==> src/rtl/uart_pkg.sv <==
// Shared UART types: parity mode, TX/RX FSM states and the baud divider helper.
// Latency: none; this file holds only types and elaboration-time functions.
// Backpressure: none.
package uart_pkg;

    typedef enum logic [1:0] {
        PAR_NONE = 2'd0,
        PAR_ODD  = 2'd1,
        PAR_EVEN = 2'd2
    } parity_e;

    typedef enum logic [2:0] {
        TX_IDLE,
        TX_START,
        TX_DATA,
        TX_PARITY,
        TX_STOP
    } tx_state_e;

    // RX_BREAK holds off after a framing error until the line is back at 1.
    typedef enum logic [2:0] {
        RX_IDLE,
        RX_START,
        RX_DATA,
        RX_PARITY,
        RX_STOP,
        RX_BREAK
    } rx_state_e;

    localparam int OVERSAMPLE = 16;

    // Clocks per 16x oversample tick, rounded to nearest.
    function automatic int baud_div(input int clock_freq, input int baud);
        return (clock_freq + (OVERSAMPLE / 2) * baud) / (OVERSAMPLE * baud);
    endfunction

endpackage

==> src/rtl/uart_rx_fifo.sv <==
// Synchronous wrap-around FIFO for received UART words.
// Latency: a pushed word is visible on pop_dat the cycle after the push.
// Backpressure: push_rdy drops when full unless a pop happens in the same cycle.
module uart_rx_fifo #(
    parameter int WIDTH = 8,
    parameter int DEPTH = 4
) (
    input  logic             clk,
    input  logic             rstn,
    input  logic             push_vld,
    output logic             push_rdy,
    input  logic [WIDTH-1:0] push_dat,
    output logic             pop_vld,
    input  logic             pop_rdy,
    output logic [WIDTH-1:0] pop_dat,
    output logic             full
);

    localparam int AW = $clog2(DEPTH);

    logic [WIDTH-1:0] mem [DEPTH];
    logic [AW-1:0]    wr_ptr;
    logic [AW-1:0]    rd_ptr;
    logic [AW:0]      count;
    logic             push_fire;
    logic             pop_fire;

    assign full      = (count == (AW+1)'(DEPTH));
    assign pop_vld   = (count != '0);
    // A pop frees a slot in the same cycle, so a full FIFO can still take a push.
    assign push_rdy  = !full || pop_rdy;
    assign push_fire = push_vld && push_rdy;
    assign pop_fire  = pop_vld && pop_rdy;
    // Storage is not reset; gating keeps the output at 0 while empty.
    assign pop_dat   = pop_vld ? mem[rd_ptr] : '0;

    // Pointers wrap naturally because DEPTH is a power of two.
    always_ff @(posedge clk or negedge rstn) begin
        if (!rstn) begin
            wr_ptr <= '0;
            rd_ptr <= '0;
            count  <= '0;
        end else begin
            if (push_fire) wr_ptr <= wr_ptr + 1'b1;
            if (pop_fire)  rd_ptr <= rd_ptr + 1'b1;
            case ({push_fire, pop_fire})
                2'b10:   count <= count + 1'b1;
                2'b01:   count <= count - 1'b1;
                default: count <= count;
            endcase
        end
    end

    // Word storage.
    always_ff @(posedge clk) begin
        if (push_fire) mem[wr_ptr] <= push_dat;
    end

endmodule

==> src/rtl/uart_core.sv <==
// UART serialiser/deserialiser with 16x oversampling; RX buffer is a FIFO when UART_RX_FIFO_EN is defined, else one register.
// Latency: TX start bit 1..DIV clocks after accept; rx_valid and error pulses 1 clock after the mid-stop sample.
// Backpressure: tx_ready only in TX idle; a completed RX word meeting a full buffer is dropped with rx_overrun.
module uart_core #(
    parameter int CLOCK_FREQ    = 27000000,
    parameter int BAUD          = 115200,
    parameter int WIDTH         = 8,
    parameter int PARITY        = 0,
    parameter int STOP_BITS     = 1,
    parameter int RX_FIFO_DEPTH = 4
) (
    input  logic             clk,
    input  logic             rstn,
    input  logic [WIDTH-1:0] tx_data,
    input  logic             tx_valid,
    output logic             tx_ready,
    output logic [WIDTH-1:0] rx_data,
    output logic             rx_valid,
    input  logic             rx_ready,
    input  logic             rxd,
    output logic             txd,
    output logic             rx_frame_err,
    output logic             rx_parity_err,
    output logic             rx_overrun
);

    import uart_pkg::*;

    localparam int         DIV       = baud_div(CLOCK_FREQ, BAUD);
    localparam int         DIV_W     = (DIV > 1) ? $clog2(DIV) : 1;
    localparam parity_e    PAR_CFG   = parity_e'(PARITY);
    localparam logic [3:0] LAST_DATA = 4'(WIDTH - 1);
    localparam logic [3:0] LAST_STOP = 4'(STOP_BITS - 1);

    if (DIV < 1) begin : g_bad_div
        $error("uart_core: CLOCK_FREQ too low for BAUD, divider rounds below 1");
    end
    if (RX_FIFO_DEPTH < 2 || (RX_FIFO_DEPTH & (RX_FIFO_DEPTH - 1)) != 0) begin : g_bad_depth
        $error("uart_core: RX_FIFO_DEPTH must be a power of two >= 2");
    end

    // ---------------- baud tick ----------------
    logic [DIV_W-1:0] div_cnt;
    logic             tick;

    assign tick = (div_cnt == DIV_W'(DIV - 1));

    // Free-running divider producing one tick every DIV clocks.
    always_ff @(posedge clk or negedge rstn) begin
        if (!rstn)     div_cnt <= '0;
        else if (tick) div_cnt <= '0;
        else           div_cnt <= div_cnt + 1'b1;
    end

    // ---------------- transmitter ----------------
    tx_state_e        tx_state;
    tx_state_e        tx_state_nxt;
    logic [WIDTH-1:0] tx_shift;
    logic             tx_par;
    logic             tx_go;        // set on the first tick after accept: start bit begins
    logic [3:0]       tx_tick_cnt;
    logic [3:0]       tx_bit_cnt;
    logic             tx_bit_end;

    assign tx_bit_end = tick && tx_go && (tx_tick_cnt == 4'd15);
    assign tx_ready   = (tx_state == TX_IDLE);

    // TX state register.
    always_ff @(posedge clk or negedge rstn) begin
        if (!rstn) tx_state <= TX_IDLE;
        else       tx_state <= tx_state_nxt;
    end

    // TX next state and line level; txd follows state so reset forces it high at once.
    always_comb begin
        tx_state_nxt = tx_state;
        txd          = 1'b1;
        case (tx_state)
            TX_IDLE: begin
                if (tx_valid) tx_state_nxt = TX_START;
            end
            TX_START: begin
                txd = ~tx_go;
                if (tx_bit_end) tx_state_nxt = TX_DATA;
            end
            TX_DATA: begin
                txd = tx_shift[0];
                if (tx_bit_end && tx_bit_cnt == LAST_DATA)
                    tx_state_nxt = (PAR_CFG == PAR_NONE) ? TX_STOP : TX_PARITY;
            end
            TX_PARITY: begin
                txd = tx_par;
                if (tx_bit_end) tx_state_nxt = TX_STOP;
            end
            TX_STOP: begin
                if (tx_bit_end && tx_bit_cnt == LAST_STOP) tx_state_nxt = TX_IDLE;
            end
            default: tx_state_nxt = TX_IDLE;
        endcase
    end

    // TX datapath: latch word on accept, then count ticks and bits while framing.
    always_ff @(posedge clk or negedge rstn) begin
        if (!rstn) begin
            tx_shift    <= '0;
            tx_par      <= 1'b0;
            tx_go       <= 1'b0;
            tx_tick_cnt <= '0;
            tx_bit_cnt  <= '0;
        end else if (tx_state == TX_IDLE) begin
            tx_go       <= 1'b0;
            tx_tick_cnt <= '0;
            tx_bit_cnt  <= '0;
            if (tx_valid) begin
                tx_shift <= tx_data;
                tx_par   <= (PAR_CFG == PAR_ODD) ? ~^tx_data : ^tx_data;
            end
        end else if (tick) begin
            if (!tx_go) begin
                tx_go <= 1'b1;
            end else begin
                tx_tick_cnt <= tx_tick_cnt + 4'd1;
                if (tx_bit_end) begin
                    if (tx_state == TX_DATA) tx_shift <= tx_shift >> 1;
                    tx_bit_cnt <= (tx_state_nxt != tx_state) ? 4'd0 : tx_bit_cnt + 4'd1;
                end
            end
        end
    end

    // ---------------- receiver ----------------
    logic             rxd_meta;
    logic             rxd_s;
    rx_state_e        rx_state;
    rx_state_e        rx_state_nxt;
    logic [3:0]       rx_tick_cnt;
    logic [3:0]       rx_bit_cnt;
    logic [WIDTH-1:0] rx_shift;
    logic             rx_par_bad;
    logic             rx_sample;
    logic             rx_stop_sample;
    logic             rx_push_vld;
    logic             buf_rdy;
    logic             buf_full;

    // Mid-bit strobe: tick 8 of the start bit, then every 16th tick.
    assign rx_sample      = tick && ((rx_state == RX_START) ? (rx_tick_cnt == 4'd7)
                                                            : (rx_tick_cnt == 4'd15));
    assign rx_stop_sample = rx_sample && (rx_state == RX_STOP);
    assign rx_push_vld    = rx_stop_sample && rxd_s && !rx_par_bad;

    // Two-flop synchroniser; resets to the idle line level.
    always_ff @(posedge clk or negedge rstn) begin
        if (!rstn) begin
            rxd_meta <= 1'b1;
            rxd_s    <= 1'b1;
        end else begin
            rxd_meta <= rxd;
            rxd_s    <= rxd_meta;
        end
    end

    // RX state register.
    always_ff @(posedge clk or negedge rstn) begin
        if (!rstn) rx_state <= RX_IDLE;
        else       rx_state <= rx_state_nxt;
    end

    // RX next state; a low start sample or stop sample decides glitch / frame error.
    always_comb begin
        rx_state_nxt = rx_state;
        case (rx_state)
            RX_IDLE: begin
                if (!rxd_s) rx_state_nxt = RX_START;
            end
            RX_START: begin
                if (rx_sample) rx_state_nxt = rxd_s ? RX_IDLE : RX_DATA;
            end
            RX_DATA: begin
                if (rx_sample && rx_bit_cnt == LAST_DATA)
                    rx_state_nxt = (PAR_CFG == PAR_NONE) ? RX_STOP : RX_PARITY;
            end
            RX_PARITY: begin
                if (rx_sample) rx_state_nxt = RX_STOP;
            end
            RX_STOP: begin
                if (rx_sample) rx_state_nxt = rxd_s ? RX_IDLE : RX_BREAK;
            end
            RX_BREAK: begin
                if (rxd_s) rx_state_nxt = RX_IDLE;
            end
            default: rx_state_nxt = RX_IDLE;
        endcase
    end

    // RX datapath: tick/bit counters, LSB-first shift and parity check.
    always_ff @(posedge clk or negedge rstn) begin
        if (!rstn) begin
            rx_tick_cnt <= '0;
            rx_bit_cnt  <= '0;
            rx_shift    <= '0;
            rx_par_bad  <= 1'b0;
        end else if (rx_state == RX_IDLE) begin
            rx_tick_cnt <= '0;
            rx_bit_cnt  <= '0;
            rx_par_bad  <= 1'b0;
        end else if (tick) begin
            rx_tick_cnt <= (rx_state == RX_START && rx_sample) ? 4'd0 : rx_tick_cnt + 4'd1;
            if (rx_sample && rx_state == RX_DATA) begin
                rx_shift   <= {rxd_s, rx_shift[WIDTH-1:1]};
                rx_bit_cnt <= rx_bit_cnt + 4'd1;
            end
            if (rx_sample && rx_state == RX_PARITY)
                rx_par_bad <= rxd_s != ((PAR_CFG == PAR_ODD) ? ~^rx_shift : ^rx_shift);
        end
    end

`ifdef UART_RX_FIFO_EN
    uart_rx_fifo #(
        .WIDTH (WIDTH),
        .DEPTH (RX_FIFO_DEPTH)
    ) u_rx_fifo (
        .clk      (clk),
        .rstn     (rstn),
        .push_vld (rx_push_vld),
        .push_rdy (buf_rdy),
        .push_dat (rx_shift),
        .pop_vld  (rx_valid),
        .pop_rdy  (rx_ready),
        .pop_dat  (rx_data),
        .full     (buf_full)
    );
`else
    logic [WIDTH-1:0] hold_dat;
    logic             hold_vld;

    assign buf_full = hold_vld;
    assign buf_rdy  = !hold_vld || rx_ready;
    assign rx_valid = hold_vld;
    assign rx_data  = hold_dat;

    // Single holding register; data stays put until the consumer takes it.
    always_ff @(posedge clk or negedge rstn) begin
        if (!rstn) begin
            hold_dat <= '0;
            hold_vld <= 1'b0;
        end else if (rx_push_vld && buf_rdy) begin
            hold_dat <= rx_shift;
            hold_vld <= 1'b1;
        end else if (rx_ready) begin
            hold_vld <= 1'b0;
        end
    end
`endif

    // Error pulses, aligned with the cycle a good word would appear on rx_valid.
    always_ff @(posedge clk or negedge rstn) begin
        if (!rstn) begin
            rx_frame_err  <= 1'b0;
            rx_parity_err <= 1'b0;
            rx_overrun    <= 1'b0;
        end else begin
            rx_frame_err  <= rx_stop_sample && !rxd_s;
            rx_parity_err <= rx_stop_sample && rx_par_bad;
            rx_overrun    <= rx_push_vld && buf_full && !buf_rdy;
        end
    end

endmodule

==> config.mk <==
export PLATFORM = sky130hd
export DESIGN_NAME = uart_core
export DESIGN_NICKNAME = d
export VERILOG_FILES = /design/src/rtl/uart_pkg.sv /design/src/rtl/uart_rx_fifo.sv /design/src/rtl/uart_core.sv
export SDC_FILE = /design/constraint.sdc
export NUM_CORES = 1
export LEC_CHECK = 0
export BUFFER_PORTS_ARGS = -buffer_cell sky130_fd_sc_hd__buf_4
export CORE_ASPECT_RATIO = 1.75
export CORE_MARGIN = 3
export CORE_UTILIZATION = 45
export CTS_CLUSTER_SIZE = 24
export DETAILED_ROUTE_END_ITERATION = 6
export GPL_ROUTABILITY_DRIVEN = 0
export GPL_TIMING_DRIVEN = 0
export SETUP_SLACK_MARGIN = 0.3
export SLEW_MARGIN = 20
export SYNTH_ARGS = -nofsm -noshare
export SYNTH_HDL_FRONTEND = slang
export SYNTH_SLANG_ARGS = --single-unit
==> constraint.sdc <==
create_clock -name clk -period 2.8 [get_ports clk]
set_input_delay 0.56 -clock clk [delete_from_list [all_inputs] [get_ports clk]]
set_output_delay 0.56 -clock clk [all_outputs]
set_load 0.005 [all_outputs]
==> results.md, run 1 <==
- The max-slew headroom at the worst pin is 42.4%.
- The initialized floorplan defines 38 standard-cell rows.
- Counting the buffers created by CTS gives 9.
- The number of register bits inferred by synthesis is 59.
- The via count of the first global-routing pass is 2004.
- Of the total synthesized cell area, the portion taken by AND, OR, NAND and NOR gates is 18.3%.
- The worst setup slack after placement is 0.611 ns.
- Max-cap violations in this run came to 0.
- The largest area contributor in the netlist is dfrtp_1.
- The vertical die dimension is 112 µm.
- Of the total power, the share spent switching nets is 20.7%.
- The number of setup buffers added after CTS is 0.
- The clock tree buffer depth is 2.
- Using the TritonRoute via totals, the vias-per-cell ratio works out to 5.15.
- The iteration count of the initial detailed-routing pass is 4.
- Setup repair after global routing left no endpoint under its margin.
- 27 I/O pins were placed.
- The actual transition at the worst max-transition pin is 0.857 ns.
- The count of nets left with antenna violations once routing finished came out at 0.
- The core region is 6180 µm².
- The number of nets handed over by synthesis was 289.
- In this run the worst path has a maximum fanout of 10.
- The pin count of the biggest net entering global routing is 60.
- The critical path endpoint category is an output port.
- Fill cells in the final layout number 575.
- The portion of synthesized cell area occupied by the leading cell type is 49.5%.
- Yosys attributes the largest share of cell area to dfrtp_1, mux2_2, xnor2_1.
- For this run, the total global-route usage over all layers was measured as 15.9%.
- The synthesized design contains 0 enable-type register cells.
- The number of remaining DRC errors is 0.
- The sequential fraction of design power is 51.6%.
- The H-tree was split into 3 levels.
- Sequential elements use 51.4% of the synthesized area.
- The number of antenna diodes in the final layout is 0.
- The total net switching power is 344 µW.
- For this configuration, the core starts out at a cell density of 46.6%.
- Summed over all layers, the routed wires come to 5.29 mm.
- Setup slack on the worst reg-to-reg path comes out at 0.89 ns.
- The setup clock skew after layout is 0.0117 ns.
- The number of pins exceeding their max-slew limit in the final report came to 0.
- The worst setup slack after layout is 0.473 ns.
- After clock tree synthesis, the clock-pin slew on the worst setup and hold paths is 0.07 ns.
- Adding up every negative setup slack in the final design gives 0 ns.
- The unique cell type count in the Yosys netlist is 47.
- The HPWL after detailed placement is 3.74 mm.
- Dividing the final minimum period by the clock period gives 83.1%.
- Data on the critical path is required at its endpoint by 2.24 ns.
- The critical path class is reg -> out.
- Combinational logic burns 3.3% of the power.
- The total cell area at the placement stage is 3170 µm².
- After routing the design area is 3370 µm².
- STA classifies the critical path startpoint as a flop.
- The master cell of the clock root buffer is clkbuf_8.
- The xor and xnor area share after synthesis is 6.39%.
- The number of hold violations in the final report was 0.
- Measured against the total synthesized area, the mux share comes to 9.73%.
- TritonCTS built the clock tree.
- The final route contains 2023 vias.
- The net count of the finished layout is 326.
- The total leakage power is 1.53 nW.
- The worst hold path belongs to the class in -> async.
- The library cells used most frequently in the layout, excluding fill and tap cells, are dfrtp_1, nand2_1, buf_4.
- The die span in x is 66.5 µm.
- After detailed routing, the average wire length per cell comes to 13.5 µm.
- The leading register cell type out of synthesis is dfrtp_1.
- The signal arrival time at the worst endpoint is 1.77 ns.
- The largest voltage drop on the vdd net is 0.390 mV.
- The die covers 7430 µm².
- The time the final worst path needs with I/O delays and setup is 2.33 ns.
- The initial antenna violation count is 0.
- The number of DRC markers in iteration 0 is 111.
- The synthesized netlist devotes 2.17% of its cell area to adder and majority cells.
- The count of buffers from port buffering is 26.
- The flow ran to the end, and the final reports show no timing, DRC or antenna violations.
- For this run, asynchronously set or reset flops after synthesis account for 100%.
- Synthesis produced 271 cells.
- The source-to-sink clock delay at the later pin of the worst-skew pair is 0.34 ns.
- The quantity of hold-fixing buffers added after cts is 0.
- The first global-routing pass estimated 8.90 mm of wire.
- The post-synthesis compound-gate area fraction is 9.52%.
- The leftover overflow at the end of global routing is 0.
- Each instance of the synthesized netlist takes up on average 10.6 µm².
- The Yosys warning count is 0.
- The total power divided by cell area is 493 nW/µm².
- The share of layout cells above drive strength 1 is 22.0%.
- Of the total power, the clock network draws 45.0%.
- The commonest non-fill, non-tap cell in the layout is dfrtp_1.
- Cell internal power was estimated by the tool at 1.32 mW.
- For this run, the top clock speed supported by timing is 430 MHz.
- The clock drives 59 sinks.
- The number of endpoints failing setup at the final stage is 0.
- The area overhead of the layout relative to synthesis is 17.0%.
- The synthesized netlist occupies a cell area of 2880 µm².
- By area, the combinational part of the netlist is dominated by simple AND/OR/NAND/NOR gates.
-- worst max-delay path: stages, from the launching register on --
cell and delay, ns:
dfrtp_1 0.36, clkbuf_1 0.22, nor3_4 0.45, buf_4 0.27
buf_4 0.13
-- final timing paths --
kind | startpoint | end | depth (start not counted)
setup / recovery | tx_state[2] | tx_ready | 4
min in group clk | rxd | rxd_meta | 1
max in group asynchronous | rstn | rx_data[1] | 1
setup reg to reg | div_cnt[0] | tx_shift[5] | 6
hold reg to reg | rxd_meta | rxd_s | 0
hold / removal | rstn | tx_shift[3] | 1
-- power by group through the flow --
stage               Clock [mW]  Combinational [mW]  Sequential [mW]
floorplan                    0              0.0206            0.872
global placement             0              0.0575            0.872
detailed placement           0              0.0583            0.872
CTS                      0.775              0.0583            0.857
global route             0.816              0.0621            0.856
finish                   0.747              0.0553            0.857
-- metal layers --
layer  GRT usage [%]  vias to the layer above  part of all wire, %
li1                -                     1015                    -
met1            16.0                      975                   40
met2            28.3                       28                   56
met3            4.84                        5                  2.8
met4            8.14                        0                  1.4
met5               0                        -                    0
-- cell type report --
| class | count | area (µm²) | area share, % |
|---|---|---|---|
| tap | 80 | 100 | 2.97 |
| sequential | 59 | 1480 | 43.9 |
| inverter | 6 | 22.5 | 0.669 |
| buffer | 10 | 50.0 | 1.49 |
| clock buffer | 14 | 153 | 4.53 |
| multi-input combinational | 196 | 1330 | 39.6 |
| clock inverter | 2 | 35.0 | 1.04 |
| timing repair buffer | 26 | 195 | 5.79 |
-- cell families after synthesis --
kind of cell / count (synthesis)
AOI/OAI and AO/OA: 46
xor gates and xnor gates: 21
adders and majority gates: 5
buffers and inverters: 16
DFF: 59
muxes: 26
and+or+nand+nor: 98
-- sequential cells by signal, indices dropped and copies added, names as in the netlist --
name           flops
tx_go              1
tx_tick_cnt        4
rx_frame_err       1
rx_shift           8
div_cnt            4
rx_bit_cnt         4
rx_par_bad         1
tx_bit_cnt         4
rx_overrun         1
rx_state           3
rx_valid           1
tx_state           3
rx_parity_err      1
rxd_meta           1
tx_shift           8
tx_par             1
rxd_s              1
rx_data            8
rx_tick_cnt        4
-- through the flow --
step	utilization, %	power, mW	instances	hold slack, ns
6_report	54.5	1.66	393	0.294
5_1_grt	54.5	1.73	393	0.316
4_1_cts	54.5	1.69	393	0.315
3_5_place_dp	51.4	0.931	377	0.349
3_3_place_gp	51.4	0.930	377	0.346
2_1_floorplan	-	0.893	271	0.264
-- Yosys cell counts (all sizes together) (2+ instances only) --
master and number:
dfrtp 57, nand2 34, o21ai 20, nor2 18, xnor2 17, mux2 16
a21oi 12, nand3 12, mux2i 10, clkbuf 7, inv 6, ha 5
nand2b 5, and2 4, nand3b 4, nand4 4, xor2 4, buf 3
nor3 3, or3 3, a311oi 2, a31oi 2, and3 2, dfstp 2
nand4b 2, nor3b 2, nor4 2, o31ai 2
-- what timing repair did --
item	4_1_cts	5_1_grt
endpoints found under the setup margin	1	0
resized for setup	1	0
hold endpoints to repair	0	0
(Power assumes the default switching activity.)
==> run 2, diff against run 1 <==
==> constraint.sdc (replaced) <==
create_clock -name clk -period 2.2 [get_ports clk]
set_input_delay 0.44 -clock clk [delete_from_list [all_inputs] [get_ports clk]]
set_output_delay 0.44 -clock clk [all_outputs]
set_load 0.005 [all_outputs]
==> run 2 against run 1 <==
Non-clock buffer count rose by 5. Sequential share of layout area decreased by 0.70 points. Clock skew barely moved. Die area stayed put. Global-route usage increased by 0.20 points. Clock power is 28% higher. Critical path depth increased by 2. Register-to-register slack got worse by 0.50 ns. Critical endpoint is now rx_shift[5]. Highest routed layer unchanged.
==> results.md, run 2 (same netlist as run 1, synthesis figures left out) <==
- The library cell used most frequently in the layout, excluding fill and tap cells, is dfrtp_1.
- The worst setup path is of the reg -> reg kind.
- The die span in x is 66.5 µm.
- The clock tree buffer depth is 2.
- Of all nets on the critical path, the largest fanout is 10.
- The core area is 6180 µm².
- The initial utilization of the core area, before any placement, comes to 46.6%.
- After detailed routing, the number of remaining DRC violations is 0.
- The via count is 2044.
- The average wire per cell in the routed design is 13.5 µm.
- For this block, the initial DRC count from the detailed router was 124.
- After the last flow step, the layout net total stands at 331.
- For the pin with the worst max-slew slack, the measured transition is 0.826 ns.
- The floorplan die area is 7430 µm².
- Setup repair after global routing left no endpoint under its margin.
- The analysis attributes to cell leakage a power of 1.57 nW.
- In this run the critical register-to-register path is launched from rx_tick_cnt[0].
- Across every metal layer, demand over resource in global routing totals 16.1%.
- The leftover overflow at the end of global routing is 0.
- The via-per-instance ratio is 5.14.
- Once detail routing completed, the nets flagged for antenna violations numbered 0.
- The largest voltage drop on the vdd net is 0.496 mV.
- The final layout contains routed wiring with a total length of 5.38 mm.
- The total I/O pin count is 27.
- The number of pins exceeding their max-slew limit in the final report was 0.
- The first TritonRoute pass finished after 4 iterations.
- The first global-routing pass estimated 9.00 mm of wire.
- STA classifies the critical path endpoint as a flop.
- Entering global routing, the biggest net connects 60 pins.
- The worst-path cell with the longest stage delay is dfrtp_1.
- In this run the tightest slew margin relative to its limit is 44.5%.
- The count of standard-cell rows is 38.
- The initial antenna violation count came to 0.
- The required time at the worst-slack endpoint is 2.41 ns.
- The area overhead of the layout relative to synthesis is 19.0%.
- Clock skew on the completed layout was measured at 0.0122 ns.
- The signal arrival time at the worst endpoint is 2.02 ns.
- The clock transition at the registers of the reported paths is 0.07 ns.
- In this run the cell area measured after placement is 3170 µm².
- TritonCTS built the clock tree.
- In the layout the commonest cells are dfrtp_1, buf_4, nand2_1.
- The setup TNS after final layout is 0 ns.
- The vertical die dimension is 112 µm.
- The run finished with clean final reports.
- Detailed placement finished with a half-perimeter wire length of 3.74 mm.
- Summing internal, switching and leakage power gives 2.11 mW.
- The final period utilization is 82.4%.
- The number of levels in the clock H-tree is 3.
- The clock net sink count is 59.
- The most critical setup path has its startpoint at rx_tick_cnt[0].
- Counting I/O delays and the setup requirement, the final critical path takes 1.81 ns.
- Max-cap violations in this run came to 0.
- During placement, the flow inserted port buffers numbering 26.
- The number of buffers created by CTS is 9.
- STA classifies the critical path startpoint as a flop.
- Derived from the worst setup path, the maximum achievable clock frequency is 552 MHz.
- Hold repair after CTS inserted 0 buffers.
- The repair_antennas step left the layout with diodes totalling 0.
- Counting the fill cells in the layout gives 573.
- Setup violations remaining at the end of the flow were counted as 0.
- The kind of path behind the tightest hold check is in -> async.
- CTS placed an instance of clkbuf_8 at the clock tree root.
- The stage delay of the slowest cell on the critical path is 0.41 ns.
- The via count of the first global-routing pass is 2016.
- The share of layout cells above drive strength 1 is 25.5%.
- The number of hold violations in the final report is 0.
- The source-to-sink clock delay at the later pin of the worst-skew pair is 0.33 ns.
- The design area is 3430 µm².
- The total power divided by cell area is 617 nW/µm².
- The worst hold slack after final layout is 0.179 ns.
- The critical path goes through ha_1 > and2_2 > and3_4 > nand2_2 > buf_4 > mux2_2.
-- run 2: changes by cell type in the layout (fill, tap and decap cells not counted), sizes merged --
cell and change:
clkbuf -1, buf +6
-- run 2: final timing paths --
path | slack (ns) | to | cells after the start
worst max-delay path | 0.39 | rx_shift[5] | 6
worst min-delay path | 0.18 | tx_shift[0] | 1
worst max register to register | 0.39 | rx_shift[5] | 6
worst min register to register | 0.36 | rxd_s | 0
max in group asynchronous | 1.51 | div_cnt[0] | 1
min in group clk | 0.22 | rxd_meta | 1
-- run 2: stage by stage --
step,worst slack (ns),utilization [%],std cells
floorplan,0.481,-,271
detailed placement,0.131,51.4,377
global placement,0.128,51.4,377
finish,0.388,55.4,398
CTS,0.285,54.8,395
global route,0.301,55.4,398
-- run 2: what timing repair did --
item | 4_1_cts | 5_1_grt
endpoints found under the setup margin | 9 | 28
pin swaps | 1 | 0
buffers inserted | 2 | 3
gates resized for setup | 3 | 14
cloned | 0 | 0
-- run 2: layer usage --
| metal | global-route usage [%] | part of all wire (%) | vias to the layer above |
|---|---|---|---|
| li1 | - | - | 1024 |
| met1 | 16.1 | 40 | 990 |
| met2 | 28.9 | 56 | 26 |
| met3 | 4.84 | 2.6 | 4 |
| met4 | 8.14 | 1.1 | 0 |
| met5 | 0 | 0 | - |
-- run 2: cell type report --
class | count | area, µm² | area share, %
sequential | 59 | 1480 | 43.2
clock inverter | 2 | 35.0 | 1.02
multi-input combinational | 196 | 1340 | 39.0
timing repair buffer | 31 | 233 | 6.79
inverter | 6 | 22.5 | 0.657
buffer | 10 | 65.1 | 1.90
clock buffer | 14 | 153 | 4.46
tap | 80 | 100 | 2.92
-- run 2: power by group --
| part | internal, mW | switching (mW) | total (mW) |
|---|---|---|---|
| Combinational | 0.0309 | 0.0394 | 0.0703 |
| Sequential | 1.09 | 0.00194 | 1.09 |
| Clock | 0.555 | 0.399 | 0.953 |
| Total | 1.67 | 0.440 | 2.11 |
-- run 2: critical path, delay by kind of cell, from the launching register on --
family / cells / cell delay (ns)
simple gates: 3 / 0.52
flops: 1 / 0.41
mux: 1 / 0.34
fa+ha+maj: 1 / 0.22
buf+inv: 1 / 0.20
==> run 3, diff against run 2 <==
--- a/config.mk
+++ b/config.mk
@@ -13,6 +13,7 @@
 export DETAILED_ROUTE_END_ITERATION = 6
 export GPL_ROUTABILITY_DRIVEN = 0
 export GPL_TIMING_DRIVEN = 0
+export PLACE_DENSITY = 0.66
 export SETUP_SLACK_MARGIN = 0.3
 export SLEW_MARGIN = 20
 export SYNTH_ARGS = -nofsm -noshare
==> constraint.sdc (replaced) <==
create_clock -name clk -period 1.6 [get_ports clk]
set_input_delay 0.32 -clock clk [delete_from_list [all_inputs] [get_ports clk]]
set_output_delay 0.32 -clock clk [all_outputs]
set_load 0.005 [all_outputs]
==> run 3 against run 2 <==
The flow now finishes with violations (negative setup slack). Setup slack lost 0.48 ns. Largest cell class is now multi-input combinational cells. Power is 31% higher. Clock power is 22% higher. Sequential share of layout area down 7.0 points. Cell count up 8.5%. Flip-flop and latch count unchanged. Global-route usage is 2.5 points higher. Routed wire length increased by 20%. Hold slack worse by 0.14 ns. Design area increased by 19%. Die area stayed put.
==> results.md, run 3 (same netlist as run 1, synthesis figures left out) <==
- The flow ran to the end, but the final reports show violations.
- The final reports fail on negative setup slack.
- The final period utilization is 106%.
- The via count is 2307.
- The count of buffers from port buffering is 26.
- Final hold analysis gives a worst-case slack of 0.0373 ns.
- The first routing iteration left 129 violations.
- The master cell of the clock root buffer is clkbuf_8.
- The area overhead of the layout relative to synthesis is 42.1%.
- The number of levels in the clock H-tree is 3.
- The repair_antennas step left the layout with diodes totalling 0.
- The tool flagged a number of max-cap violations equal to 0.
- IR analysis of the VDD net gives a maximum drop of 0.933 mV.
- Timing would allow up to 592 MHz.
- Setup repair after global routing could not meet its margin everywhere.
- The count of standard-cell rows is 38.
- The required time at the worst-slack endpoint is 1.82 ns.
- The number of endpoints failing setup at the final stage is 32.
- The global-route wire length before repair is 10.7 mm.
- The antenna violation net count after detailed routing is 0.
- The critical path starts at div_cnt[0].
- The number of hold violations in the final report came to 0.
- The total I/O pin count is 27.
- At the worst endpoint, the arrival time is 1.91 ns.
- The via-per-instance ratio is 5.34.
- The total leakage power is 1.86 nW.
- The clock tree from TritonCTS is yes.
- The clock tree buffer depth is 2.
- The clock transition at the registers of the reported paths is 0.07 ns.
- The worst setup path is captured at a flop.
- The time the final worst path needs with I/O delays and setup is 1.69 ns.
- The number of pins exceeding their max-slew limit in the final report is 0.
- The worst register-to-register path begins at div_cnt[0].
- Setup total negative slack on the finished layout was measured at -1.48 ns.
- The average wire per cell in the routed design is 14.9 µm.
- The filler cell count in the final layout is 472.
- The via count of the first global-routing pass is 2345.
- The first detailed-routing pass took 4 iterations.
- The HPWL after detailed placement is 3.82 mm.
- The min-delay analysis places its worst path in the category in -> async.
- For the worst-skew pair, the clock arrives at the later sink with an insertion delay of 0.34 ns.
- Along the worst path, the maximum fanout reaches 5.
- The setup path with the least slack is of type reg -> reg.
- The die is 66.5 µm wide.
- After the last flow step, the layout net total stands at 366.
- The number of buffers created by CTS is 9.
- For this run, the total global-route usage over all layers was measured as 18.6%.
- Setup slack on the critical path of the routed design comes to -0.0889 ns.
- The core area is 6180 µm².
- The vertical die dimension is 112 µm.
- Once the floorplan was initialized, standard cells occupied 46.6% of the core.
- The pin count of the biggest net entering global routing is 60.
- The number of remaining DRC errors is 0.
- The leftover overflow at the end of global routing is 0.
- The share of layout cells above drive strength 1 is 45.5%.
- The top cell types in the final layout, fill and taps aside, are dfrtp_1, buf_4, nand2_1.
- The library cell used most frequently in the layout, excluding fill and tap cells, is dfrtp_1.
- The initial antenna violation count came to 0.
- The floorplan step defined a die boundary enclosing 7430 µm².
- The clock net in this run drives a total of 59 sinks.
- The total length of routed wires is 6.44 mm.
- On the final layout, the worst clock skew is 0.0113 ns.
- Headroom to the max-slew limit came out at 50.4%.
- The number of hold buffers added after CTS was 0.
- The kind of start point of the critical path is a flop.
- The total power divided by cell area is 675 nW/µm².
- The actual transition at the worst max-transition pin is 0.745 ns.
run 3: cell types whose count changed in the layout (fill, tap and decap cells not counted), moves of 6 or more:
cell,previous run,this run
buf_6,2,17
nand2_4,2,8
o21ai_0,20,6
nand2_1,31,22
o21ai_1,0,6
buf_4,32,50
o21ai_2,0,8
run 3: report_power, final:
part / total, mW / internal [mW] / switching, mW
Clock: 1.16 / 0.589 / 0.573
Combinational: 0.102 / 0.0465 / 0.0551
Sequential: 1.50 / 1.50 / 0.00366
Total: 2.76 / 2.13 / 0.632
run 3: stage by stage:
step,worst slack (ns),instances,area (µm²),total power [mW],utilization [%]
floorplan,0.0109,271,2990,1.56,-
global placement,-0.155,377,3280,1.63,53.1
detailed placement,-0.159,377,3280,1.63,53.1
CTS,-0.123,416,3840,2.79,62.1
global route,-0.156,432,4090,2.86,66.2
finish,-0.0889,432,4090,2.76,66.2
run 3: what timing repair did:
item                       in CTS  in global routing
pin swaps                      17                 18
setup endpoints to repair      55                 53
cloned                          2                  0
resized for setup              52                 38
setup buffers                  22                 16
run 3: final timing paths:
| check | to | slack (ns) | cells after the start |
|---|---|---|---|
| max reg2reg | tx_shift[5] | -0.09 | 7 |
| max in group asynchronous | rx_state[1] | 1.01 | 1 |
| min | div_cnt[3] | 0.04 | 1 |
| max | tx_shift[5] | -0.09 | 7 |
| min in group clk | rxd_meta | 0.09 | 1 |
| min reg2reg | rxd_s | 0.36 | 0 |
run 3: layout make-up:
| class | count | area (µm²) | share of cell area, % |
|---|---|---|---|
| timing repair buffer | 66 | 579 | 14.2 |
| buffer | 10 | 125 | 3.06 |
| multi-input combinational | 196 | 1620 | 39.7 |
| inverter | 6 | 22.5 | 0.550 |
| clock buffer | 12 | 145 | 3.55 |
| tap | 80 | 100 | 2.45 |
| clock inverter | 3 | 15.0 | 0.367 |
| sequential | 59 | 1480 | 36.2 |
run 3: worst max-delay path: stages, from the launching register on:
cell and delay, ns:
dfrtp_2 0.42, buf_4 0.14, nand4b_1 0.24, o31a_1 0.35
nand2b_4 0.18, buf_8 0.15, nand2_4 0.05, o21ai_2 0.05
run 3: layer usage:
layer	wire length [µm]	up-vias	global-route usage [%]
met2	3660	41	31.8
met1	2440	1150	21.2
met3	224	12	5.65
met5	0	-	0
li1	-	1104	-
met4	118	0	6.92
